## config.mk

```make
export PLATFORM = sky130hd
export DESIGN_NAME = fft_stage_sequencer
export DESIGN_NICKNAME = d
export VERILOG_FILES = /design/src/rtl/fft_pkg.sv /design/src/rtl/fft_wr_delay.sv /design/src/rtl/fft_stage_sequencer.sv
export SDC_FILE = /design/constraint.sdc
export NUM_CORES = 1
export LEC_CHECK = 0
export CAP_MARGIN = 10
export CORE_MARGIN = 5
export CORE_UTILIZATION = 45
export CTS_CLUSTER_SIZE = 12
export DETAILED_ROUTE_END_ITERATION = 12
export GPL_TIMING_DRIVEN = 1
export MAX_ROUTING_LAYER = met4
export PLACE_DENSITY_LB_ADDON = 0.15
export SLEW_MARGIN = 20
export SYNTH_ARGS = -nofsm -noshare
export SYNTH_HDL_FRONTEND = slang
export SYNTH_SLANG_ARGS = --single-unit
```

## constraint.sdc

```tcl
create_clock -name i_CLK -period 5.3 [get_ports i_CLK]
set_clock_uncertainty 0.15 [all_clocks]
set_input_delay 0.795 -clock i_CLK [delete_from_list [all_inputs] [get_ports i_CLK]]
set_output_delay 0.795 -clock i_CLK [all_outputs]
set_load 0.1 [all_outputs]
```

## src/rtl/fft_pkg.sv

```systemverilog
// Shared types and address arithmetic for the in-place radix-2 DIT FFT sequencer.
// The butterfly address function is width-agnostic; callers keep the low bits they need.
package fft_pkg;

    localparam int DEF_N_LOG2       = 5;
    localparam int DEF_BFLY_LATENCY = 3;

    typedef enum logic [1:0] {
        IDLE  = 2'd0,
        READ  = 2'd1,
        DRAIN = 2'd2,
        DONE  = 2'd3
    } fft_state_t;

    typedef struct packed {
        logic [31:0] a;
        logic [31:0] b;
        logic [31:0] tw;
    } bfly_addr_t;

    // Butterfly (s,k) pairs A with A+span; the twiddle step shrinks as the span grows.
    function automatic bfly_addr_t bfly_addr(
        input logic [31:0] n_log2,
        input logic [31:0] stage,
        input logic [31:0] k
    );
        bfly_addr_t  r;
        logic [31:0] span;
        logic [31:0] pos;
        logic [31:0] grp;
        span = 32'd1 << stage;
        pos  = k & (span - 32'd1);
        grp  = k >> stage;
        r.a  = (grp << (stage + 32'd1)) | pos;
        r.b  = r.a + span;
        r.tw = pos << (n_log2 - 32'd1 - stage);
        return r;
    endfunction

endpackage

```

## src/rtl/fft_wr_delay.sv

```systemverilog
// Delay line turning the read-side {valid, A, B} into the write-back port BFLY_LATENCY cycles later.
// Each stage only captures addresses alongside a valid flag, so the outputs hold between writes.
module fft_wr_delay
    import fft_pkg::*;
#(
    parameter int DEPTH     = DEF_BFLY_LATENCY,
    parameter int ADDR_SIZE = DEF_N_LOG2
) (
    input  logic                 i_CLK,
    input  logic                 i_RST,
    input  logic                 rd_valid,
    input  logic [ADDR_SIZE-1:0] rd_addr_a,
    input  logic [ADDR_SIZE-1:0] rd_addr_b,
    output logic                 wr_valid,
    output logic [ADDR_SIZE-1:0] wr_addr_a,
    output logic [ADDR_SIZE-1:0] wr_addr_b
);

    logic [DEPTH-1:0]     vld_r;
    logic [ADDR_SIZE-1:0] a_r [DEPTH];
    logic [ADDR_SIZE-1:0] b_r [DEPTH];

    logic [DEPTH-1:0]     src_vld_s;
    logic [ADDR_SIZE-1:0] src_a_s [DEPTH];
    logic [ADDR_SIZE-1:0] src_b_s [DEPTH];

    // Source of each stage: the read port for stage 0, the previous stage otherwise.
    always_comb begin
        src_vld_s[0] = rd_valid;
        src_a_s[0]   = rd_addr_a;
        src_b_s[0]   = rd_addr_b;
        for (int i = 1; i < DEPTH; i++) begin
            src_vld_s[i] = vld_r[i-1];
            src_a_s[i]   = a_r[i-1];
            src_b_s[i]   = b_r[i-1];
        end
    end

    // Shift register; reset flushes pending writes so none leak out afterwards.
    always_ff @(posedge i_CLK or posedge i_RST) begin
        if (i_RST) begin
            vld_r <= '0;
            for (int i = 0; i < DEPTH; i++) begin
                a_r[i] <= '0;
                b_r[i] <= '0;
            end
        end else begin
            vld_r <= src_vld_s;
            for (int i = 0; i < DEPTH; i++) begin
                if (src_vld_s[i]) begin
                    a_r[i] <= src_a_s[i];
                    b_r[i] <= src_b_s[i];
                end
            end
        end
    end

    assign wr_valid  = vld_r[DEPTH-1];
    assign wr_addr_a = a_r[DEPTH-1];
    assign wr_addr_b = b_r[DEPTH-1];

endmodule

```

## src/rtl/fft_stage_sequencer.sv

```systemverilog
// Walks every stage/butterfly of an N-point in-place FFT, one butterfly per cycle,
// with a BFLY_LATENCY drain gap per stage so write-back never overlaps the next stage's reads.
module fft_stage_sequencer
    import fft_pkg::*;
#(
    parameter int N_LOG2         = DEF_N_LOG2,
    parameter int ADDR_SIZE      = N_LOG2,
    parameter int TWID_ADDR_SIZE = N_LOG2 - 1,
    parameter int BFLY_LATENCY   = DEF_BFLY_LATENCY
) (
    input  logic                       i_CLK,
    input  logic                       i_RST,
    input  logic                       i_start,
    output logic                       o_busy,
    output logic                       o_done,
    output logic                       o_rden,
    output logic [ADDR_SIZE-1:0]       o_rdaddr_A,
    output logic [ADDR_SIZE-1:0]       o_rdaddr_B,
    output logic [TWID_ADDR_SIZE-1:0]  o_rdaddr_tw,
    output logic                       o_wren,
    output logic [ADDR_SIZE-1:0]       o_wraddr_A,
    output logic [ADDR_SIZE-1:0]       o_wraddr_B,
    output logic [$clog2(N_LOG2)-1:0]  o_stage
);

    localparam int K_W     = N_LOG2 - 1;
    localparam int STAGE_W = $clog2(N_LOG2);
    localparam int DRAIN_W = (BFLY_LATENCY > 1) ? $clog2(BFLY_LATENCY) : 1;

    localparam logic [K_W-1:0]     K_LAST     = {K_W{1'b1}};
    localparam logic [STAGE_W-1:0] S_LAST     = STAGE_W'(N_LOG2 - 1);
    localparam logic [DRAIN_W-1:0] DRAIN_LAST = DRAIN_W'(BFLY_LATENCY - 1);

    fft_state_t           state_r, state_s;
    logic [STAGE_W-1:0]   s_r, s_s;
    logic [K_W-1:0]       k_r, k_s;
    logic [DRAIN_W-1:0]   drain_r, drain_s;

    logic                      busy_r;
    logic                      done_r;
    logic                      rden_r;
    logic [ADDR_SIZE-1:0]      rdaddr_a_r;
    logic [ADDR_SIZE-1:0]      rdaddr_b_r;
    logic [TWID_ADDR_SIZE-1:0] rdaddr_tw_r;
    logic [STAGE_W-1:0]        stage_r;

    bfly_addr_t bfly_s;
    logic       unused_s;

    // Outputs are registered from the next state, so addresses target the upcoming cycle.
    assign bfly_s   = bfly_addr(32'(N_LOG2), 32'(s_s), 32'(k_s));
    assign unused_s = ^bfly_s;

    // Next-state logic: stage/butterfly counters and per-stage drain counter.
    always_comb begin
        state_s = state_r;
        s_s     = s_r;
        k_s     = k_r;
        drain_s = drain_r;
        case (state_r)
            IDLE: begin
                if (i_start) begin
                    state_s = READ;
                    s_s     = '0;
                    k_s     = '0;
                    drain_s = '0;
                end else begin
                    state_s = IDLE;
                end
            end
            READ: begin
                if (k_r == K_LAST) begin
                    state_s = DRAIN;
                    drain_s = '0;
                end else begin
                    k_s = k_r + K_W'(1);
                end
            end
            DRAIN: begin
                if (drain_r == DRAIN_LAST) begin
                    if (s_r == S_LAST) begin
                        state_s = DONE;
                    end else begin
                        state_s = READ;
                        s_s     = s_r + STAGE_W'(1);
                        k_s     = '0;
                    end
                end else begin
                    drain_s = drain_r + DRAIN_W'(1);
                end
            end
            DONE: begin
                state_s = IDLE;
            end
            default: begin
                state_s = IDLE;
            end
        endcase
    end

    // State and output registers; read addresses are only reloaded on read cycles.
    always_ff @(posedge i_CLK or posedge i_RST) begin
        if (i_RST) begin
            state_r     <= IDLE;
            s_r         <= '0;
            k_r         <= '0;
            drain_r     <= '0;
            busy_r      <= 1'b0;
            done_r      <= 1'b0;
            rden_r      <= 1'b0;
            rdaddr_a_r  <= '0;
            rdaddr_b_r  <= '0;
            rdaddr_tw_r <= '0;
            stage_r     <= '0;
        end else begin
            state_r <= state_s;
            s_r     <= s_s;
            k_r     <= k_s;
            drain_r <= drain_s;
            busy_r  <= (state_s != IDLE);
            done_r  <= (state_s == DONE);
            rden_r  <= (state_s == READ);
            stage_r <= s_s;
            if (state_s == READ) begin
                rdaddr_a_r  <= bfly_s.a[ADDR_SIZE-1:0];
                rdaddr_b_r  <= bfly_s.b[ADDR_SIZE-1:0];
                rdaddr_tw_r <= bfly_s.tw[TWID_ADDR_SIZE-1:0];
            end
        end
    end

    fft_wr_delay #(
        .DEPTH     (BFLY_LATENCY),
        .ADDR_SIZE (ADDR_SIZE)
    ) u_wr_delay (
        .i_CLK     (i_CLK),
        .i_RST     (i_RST),
        .rd_valid  (rden_r),
        .rd_addr_a (rdaddr_a_r),
        .rd_addr_b (rdaddr_b_r),
        .wr_valid  (o_wren),
        .wr_addr_a (o_wraddr_A),
        .wr_addr_b (o_wraddr_B)
    );

    assign o_busy      = busy_r;
    assign o_done      = done_r;
    assign o_rden      = rden_r;
    assign o_rdaddr_A  = rdaddr_a_r;
    assign o_rdaddr_B  = rdaddr_b_r;
    assign o_rdaddr_tw = rdaddr_tw_r;
    assign o_stage     = stage_r;

endmodule

```

==> results.json, run 1 <==
{
  "power_density_nw_per_um2": 262,
  "fin_nets": 327,
  "multiInputGateArea_um2": 1400,
  "clk_latency_ns": 0.33,
  "cp.arrival_ns": 4.53,
  "dr_wl_met3_um": 183,
  "grt_pass1_wl_um": 10400,
  "p_clk_frac": 0.503,
  "dr.pass1.iters": 4,
  "wl_met1_um": 3020,
  "outcome": "finished, final reports clean",
  "holdBufCountCts": 0,
  "tns_ns": 0,
  "synth-seq-area-share": 0.491,
  "critical_path_depth": 18,
  "area_growth_pct": 17.8,
  "fin_crit_sh": 0.841,
  "numPortBuffers": 33,
  "maxCapViolCount": 0,
  "synth.largest_area_cell": "dfrtp_1",
  "cts_buffers": 9,
  "clock_sinks": 61,
  "clk_pin_slew_worst_paths_ns": 0.07,
  "nFillCells": 614,
  "vias": 2071,
  "dieWidth_um": 93.1,
  "path_class": "in -> reg",
  "async_flop_share": 1.00,
  "synthTopCellsByCount": "dfrtp_1, mux2_2, nand2_1, ha_1, a21oi_1",
  "crit_family": "compound AO/OA/AOI/OAI gates",
  "worstPathRequired_ns": 5.37,
  "syn-cell-area_um2": 3110,
  "fmax_mhz": 224,
  "die-area_um2": 8670,
  "worst_pin_slew_ns": 0.973,
  "wire_per_inst_um": 15.0,
  "ant_nets": 0,
  "viasPerCell": 5.28,
  "row_count": 30,
  "ys.flop_type": "dfrtp_1",
  "slowest_stage": "clkdlybuf4s50_1",
  "path_max_fanout": 11,
  "cts_root_buffer": "clkbuf_8",
  "clk_path_buf_depth": 2,
  "overflow": 0,
  "hpwl_um": 4180,
  "ys_top_cells_by_area": "dfrtp_1, mux2_2, ha_1",
  "cp_common_cell": "ha_1",
  "antennaDiodeCount": 0,
  "rr_worst_depth": 19,
  "end_kind": "register",
  "dr.first_iter.drc_count": 92,
  "final_area_um2": 3660,
  "fin_crit_ns": 4.46,
  "initial_core_util": 0.460,
  "leakage_nw": 1.66,
  "grt_usage": 0.157,
  "num_io_pins": 34,
  "crit_path_cell_trace": "clkdlybuf4s50_1 > o21bai_1 > a21oi_1 > a21oi_2 > inv_1 > ha_1 > ha_1 > inv_1 > ha_1 > xor2_1 > and2_4 > a31o_1 > ha_1 > a21o_1 > a21oi_1 > xor2_1 > xnor2_1 > o21ai_0",
  "p_int_mw": 0.759,
  "peakVddDrop_v": 0.000126,
  "seq_power_share": 0.486,
  "wl_um": 5860,
  "setup_viol": 0,
  "layout-drive-gt1-share": 0.199,
  "yosys.area.top_type_share": 0.491,
  "seqCellArea_um2": 1530,
  "finalHoldViolCount": 0,
  "syn-num-nets": 301,
  "slew_violations": 0,
  "grt_pass1_vias": 2091,
  "place_area_um2": 3430,
  "gp_congestion": 0.950,
  "cpPeakStageDelay_ns": 0.46,
  "antenna_found_initial": 0,
  "die_h_um": 93.1,
  "synth_edf_count": 0,
  "path_buf_inv": 3,
  "slew_headroom": 0.350,
  "cts_tree": "done",
  "ys_types": 49,
  "syn_area_per_cell_um2": 11.1,
  "htreeDepth": 3,
  "top_layer": "met4",
  "drc": 0,
  "yosys_register_bits": 61,
  "design.core.area_um2": 6760,
  "power_mw": 0.958,
  "dr_wl_met2_um": 2580,
  "cts_resized": 0,
  "synth.most_common_cell": "dfrtp_1",
  "grt_max_degree": 62,
  "swShare": 0.208,
  "synthCells": 281,
  "yosys_warnings": 0,
  "p_sw_mw": 0.199,
  "rsz0062_at_grt": "no",
  "cts_setup_buffers": 0,
  "p_comb_frac": 0.012,
  "min_path_cells": 2,
  "startpoint_type": "input pin",
  "hp-class": "reg -> reg"
}
[placed cells by master, fill, tap and decap left out, types with 2 or more instances in the layout]
master and count:
dfrtp_1 61, clkdlybuf4s50_1 33, mux2_2 32, nand2_1 29
ha_1 16, a21oi_1 15, o21ai_0 12, clkbuf_8 11
inv_1 10, nand3_1 8, and2_1 7, nor2b_1 6
nor2_1 5, xor2_1 5, a21o_1 4, xnor2_1 4
nand4_1 3, nand2b_1 3, or3_1 3, nand3b_1 3
o22ai_1 3, buf_4 3, inv_2 2, a31oi_1 2
a22o_1 2, and2_4 2, nor3_1 2, bufinv_16 2
[power by group through the flow]
| stage | combinational [mW] | sequential, mW | clock, mW |
|---|---|---|---|
| after floorplan | 0.00680 | 0.474 | 0 |
| after global placement | 0.0120 | 0.474 | 0 |
| after detailed placement | 0.0120 | 0.474 | 0 |
| after CTS | 0.0120 | 0.465 | 0.493 |
| after global routing | 0.0134 | 0.465 | 0.513 |
| final | 0.0110 | 0.465 | 0.482 |
[worst paths after layout]
check / startpoint / to / slack (ns)
worst min register to register: o_rdaddr_tw[3]$_DFFE_PP0P_ / o_rdaddr_tw[3]$_DFFE_PP0P_ / 0.34
worst max-delay path: i_start / o_rdaddr_B[4]$_DFFE_PP0P_ / 0.84
worst min-delay path: o_rdaddr_tw[3]$_DFFE_PP0P_ / o_rdaddr_tw[3]$_DFFE_PP0P_ / 0.34
worst max register to register: drain_r[0]$_DFFE_PP0P_ / o_rdaddr_B[4]$_DFFE_PP0P_ / 0.90
max in group asynchronous: i_RST / u_wr_delay.wr_addr_a[0]$_DFFE_PP0P_ / 3.65
min in group asynchronous: i_RST / drain_r[0]$_DFFE_PP0P_ / 0.86
[final cells by class]
cell class	instances	area share
repair buffers	36	0.0964
inverters	12	0.0123
clock buffers	11	0.0414
multi-input cells	187	0.383
flip-flops and latches	61	0.417
well taps	80	0.0274
clock inverters	5	0.0222
[stage by stage]
stage / setup slack (ns) / std cells / hold slack (ns) / utilization
detailed placement: 0.548 / 376 / 0.322 / 0.507
finish: 0.842 / 392 / 0.341 / 0.542
floorplan: 0.714 / 281 / 0.202 / -
global route: 0.487 / 392 / 0.373 / 0.542
global placement: 0.629 / 376 / 0.318 / 0.507
CTS: 0.891 / 392 / 0.343 / 0.542
[sequential cells by signal (all words and copies together) (netlist names)]
name / flops
u_wr_delay.a_r: 10
u_wr_delay.b_r: 10
o_rdaddr_A: 5
o_rdaddr_B: 5
u_wr_delay.wr_addr_a: 5
u_wr_delay.wr_addr_b: 5
k_r: 4
o_rdaddr_tw: 4
o_stage: 3
u_wr_delay.vld_r: 3
drain_r: 2
state_r: 2
o_busy: 1
o_done: 1
o_rden: 1
[layer usage]
layer	up-vias	track usage
met5	-	-
li1	1013	-
met4	0	0.0672
met1	1012	0.215
met2	39	0.226
met3	7	0.0322
[cells by family after synthesis]
family / Yosys count / synth area share
AND/OR/NAND/NOR: 74 / 0.121
flip-flops: 61 / 0.491
AO/OA/AOI/OAI: 53 / 0.110
multiplexers: 34 / 0.124
buffers and inverters: 33 / 0.0576
adder cells (fa/ha/maj): 17 / 0.0709
XOR/XNOR: 9 / 0.0254
[worst min-delay path, cell delays in order (launching register included)]
cell	delay (ns)
dfrtp_1	0.35
nand2_1	0.05
o31ai_1	0.06
Power figures use the tool's default switching activity.
==> inputs of run 2 (changes only) <==
==> constraint.sdc (replaced) <==
create_clock -name i_CLK -period 3.7 [get_ports i_CLK]
set_clock_uncertainty 0.15 [all_clocks]
set_input_delay 0.555 -clock i_CLK [delete_from_list [all_inputs] [get_ports i_CLK]]
set_output_delay 0.555 -clock i_CLK [all_outputs]
set_load 0.1 [all_outputs]
==> run 2 against run 1 <==
Setup slack worse by 0.67 ns. Final cell count grew 11%. First-iteration DRC count is 14% higher. Combinational power is 58% higher. Global-route usage grew 1.2 points. Register-to-register slack got worse by 0.73 ns. Largest cell class is now multi-input combinational cells. Highest routed layer unchanged. Design area increased by 14%. Die area did not move. Critical endpoint unchanged. Sequential power rose by 43%.
==> results.json, run 2 (synthesis gave the netlist of run 1 again) <==
{
  "stdcell_count": 435,
  "whs_ns": 0.347,
  "hpwl_um": 4950,
  "cts_buffers": 9,
  "hp-class": "reg -> reg",
  "slowest_stage": "dfrtp_2",
  "min_path_cells": 2,
  "numPortBuffers": 33,
  "wl_um": 6360,
  "fin_crit_sh": 0.955,
  "grt_usage": 0.169,
  "mostFrequentLayoutCell": "dfrtp_1",
  "path_max_fanout": 7,
  "largestRegisters": "u_wr_delay.a_r: 10 flops, u_wr_delay.b_r: 10 flops",
  "finalHoldViolCount": 0,
  "p_clk_frac": 0.433,
  "initial_core_util": 0.460,
  "slew_headroom": 0.343,
  "clk_pin_slew_worst_paths_ns": 0.08,
  "nFillCells": 560,
  "leakage_nw": 1.87,
  "seq_power_share": 0.553,
  "crit_path_cell_trace": "inv_2 > ha_4 > and3b_1 > and3_1 > or3_4 > buf_8 > ha_4 > buf_4 > a21oi_2 > xor2_1 > and2_1 > or3_4 > ha_4 > a21oi_2 > xor2_1 > xnor2_1 > o21ai_1",
  "drc": 0,
  "overflow": 0,
  "worst_pin_slew_ns": 0.982,
  "cts_tree": "done",
  "wire_per_inst_um": 14.6,
  "antennaDiodeCount": 0,
  "startpoint_type": "register",
  "die-area_um2": 8670,
  "antenna_found_initial": 0,
  "outcome": "finished, final reports clean",
  "cpPeakStageDelay_ns": 0.42,
  "power_density_nw_per_um2": 290,
  "clk_path_buf_depth": 2,
  "maxCapViolCount": 0,
  "area_growth_pct": 33.7,
  "p_int_mw": 0.916,
  "cts_root_buffer": "clkbuf_8",
  "p_sw_mw": 0.289,
  "multiInputGateArea_um2": 1620,
  "dr.first_iter.drc_count": 105,
  "gp_congestion": 0.971,
  "grt_max_degree": 35,
  "post-route-util": 0.615,
  "cp_common_cell": "ha_4",
  "vias": 2230,
  "fin_nets": 370,
  "cp.arrival_ns": 3.62,
  "fmax_mhz": 283,
  "ant_nets": 0,
  "seqCellArea_um2": 1530,
  "layout-drive-gt1-share": 0.408,
  "end_kind": "register",
  "holdBufCountCts": 0,
  "critical_path_depth": 17,
  "viasPerCell": 5.13,
  "setup_ws_ns": 0.168,
  "clk_latency_ns": 0.34,
  "rsz0062_at_grt": "yes",
  "grt_pass1_vias": 2204,
  "design.core.area_um2": 6760,
  "rr_worst_depth": 17,
  "crit_family": "simple AND/OR/NAND/NOR gates",
  "swShare": 0.240,
  "num_io_pins": 34,
  "placedCellCount": 417,
  "layout_common_cells": "dfrtp_1, buf_4, mux2_2, clkdlybuf4s50_1, nand2_1",
  "worstPathRequired_ns": 3.78,
  "grt_pass1_wl_um": 10900,
  "row_count": 30,
  "path_buf_inv": 3,
  "r2r_slack_ns": 0.17,
  "place_ws_ns": -0.250,
  "dr.pass1.iters": 4,
  "fin_crit_ns": 3.53,
  "p_comb_frac": 0.014,
  "dieWidth_um": 93.1,
  "slew_violations": 0,
  "path_class": "reg -> reg",
  "clock_sinks": 61,
  "die_h_um": 93.1,
  "setup_viol": 0,
  "htreeDepth": 3,
  "peakVddDrop_v": 0.000154
}
==> run 2: cell count changes in the layout (fill, tap and decap cells not counted), moves of 5 or more <==
| cell | previous run | this run |
|---|---|---|
| a21oi_1 | 15 | 10 |
| buf_4 | 3 | 46 |
| ha_4 | 0 | 9 |
| inv_1 | 10 | 4 |
| ha_1 | 16 | 5 |
==> run 2: final timing paths <==
path | start | to
worst max-delay path | o_stage[0]$_DFF_PP0_ | o_rdaddr_B[4]$_DFFE_PP0P_
worst min-delay path | o_rdaddr_tw[1]$_DFFE_PP0P_ | o_rdaddr_tw[1]$_DFFE_PP0P_
worst max register to register | o_stage[0]$_DFF_PP0_ | o_rdaddr_B[4]$_DFFE_PP0P_
worst min register to register | o_rdaddr_tw[1]$_DFFE_PP0P_ | o_rdaddr_tw[1]$_DFFE_PP0P_
max in group asynchronous | i_RST | o_rdaddr_A[2]$_DFFE_PP0P_
min in group asynchronous | i_RST | drain_r[0]$_DFFE_PP0P_
==> run 2: worst register-to-register path, stage by stage (launching register included) <==
cell	delay, ns
dfrtp_2	0.42
inv_2	0.07
ha_4	0.15
and3b_1	0.17
and3_1	0.17
or3_4	0.37
buf_8	0.15
ha_4	0.16
buf_4	0.15
a21oi_2	0.11
xor2_1	0.07
and2_1	0.15
or3_4	0.38
ha_4	0.23
a21oi_2	0.13
xor2_1	0.19
xnor2_1	0.14
o21ai_1	0.07
==> run 2: layout make-up <==
type,count,share of cell area
multi-input cells,187,0.390
flip-flops and latches,61,0.368
repair buffers,79,0.164
clock buffers,9,0.0298
well taps,80,0.0241
clock inverters,7,0.0120
inverters,12,0.0120
==> run 2: through the flow <==
step	TNS (ns)	total power [mW]	instance area, um^2
after CTS	0	1.22	4070
after floorplan	-0.0720	0.689	3280
after global placement	-0.372	0.698	3890
final	0	1.21	4150
after detailed placement	-0.395	0.698	3890
after global routing	-0.00617	1.26	4150
==> run 2: power groups by stage <==
stage | Clock (mW) | Sequential (mW) | Combinational [mW]
detailed placement | 0 | 0.679 | 0.0187
finish | 0.521 | 0.666 | 0.0174
CTS | 0.537 | 0.666 | 0.0187
global route | 0.568 | 0.666 | 0.0214
floorplan | 0 | 0.679 | 0.00973
global placement | 0 | 0.679 | 0.0187
==> run 2: timing repair <==
item,CTS,global route
resized for setup,1,17
buffers inserted,0,2
setup endpoints to repair,1,2
pin swaps,0,6
hold endpoints to repair,0,0
==> run 2: per-layer routing <==
| metal | part of all wire | global-route usage |
|---|---|---|
| met2 | 0.45 | 0.238 |
| met3 | 0.033 | 0.0467 |
| met4 | 0.020 | 0.0672 |
| met5 | 0 | - |
| met1 | 0.50 | 0.232 |
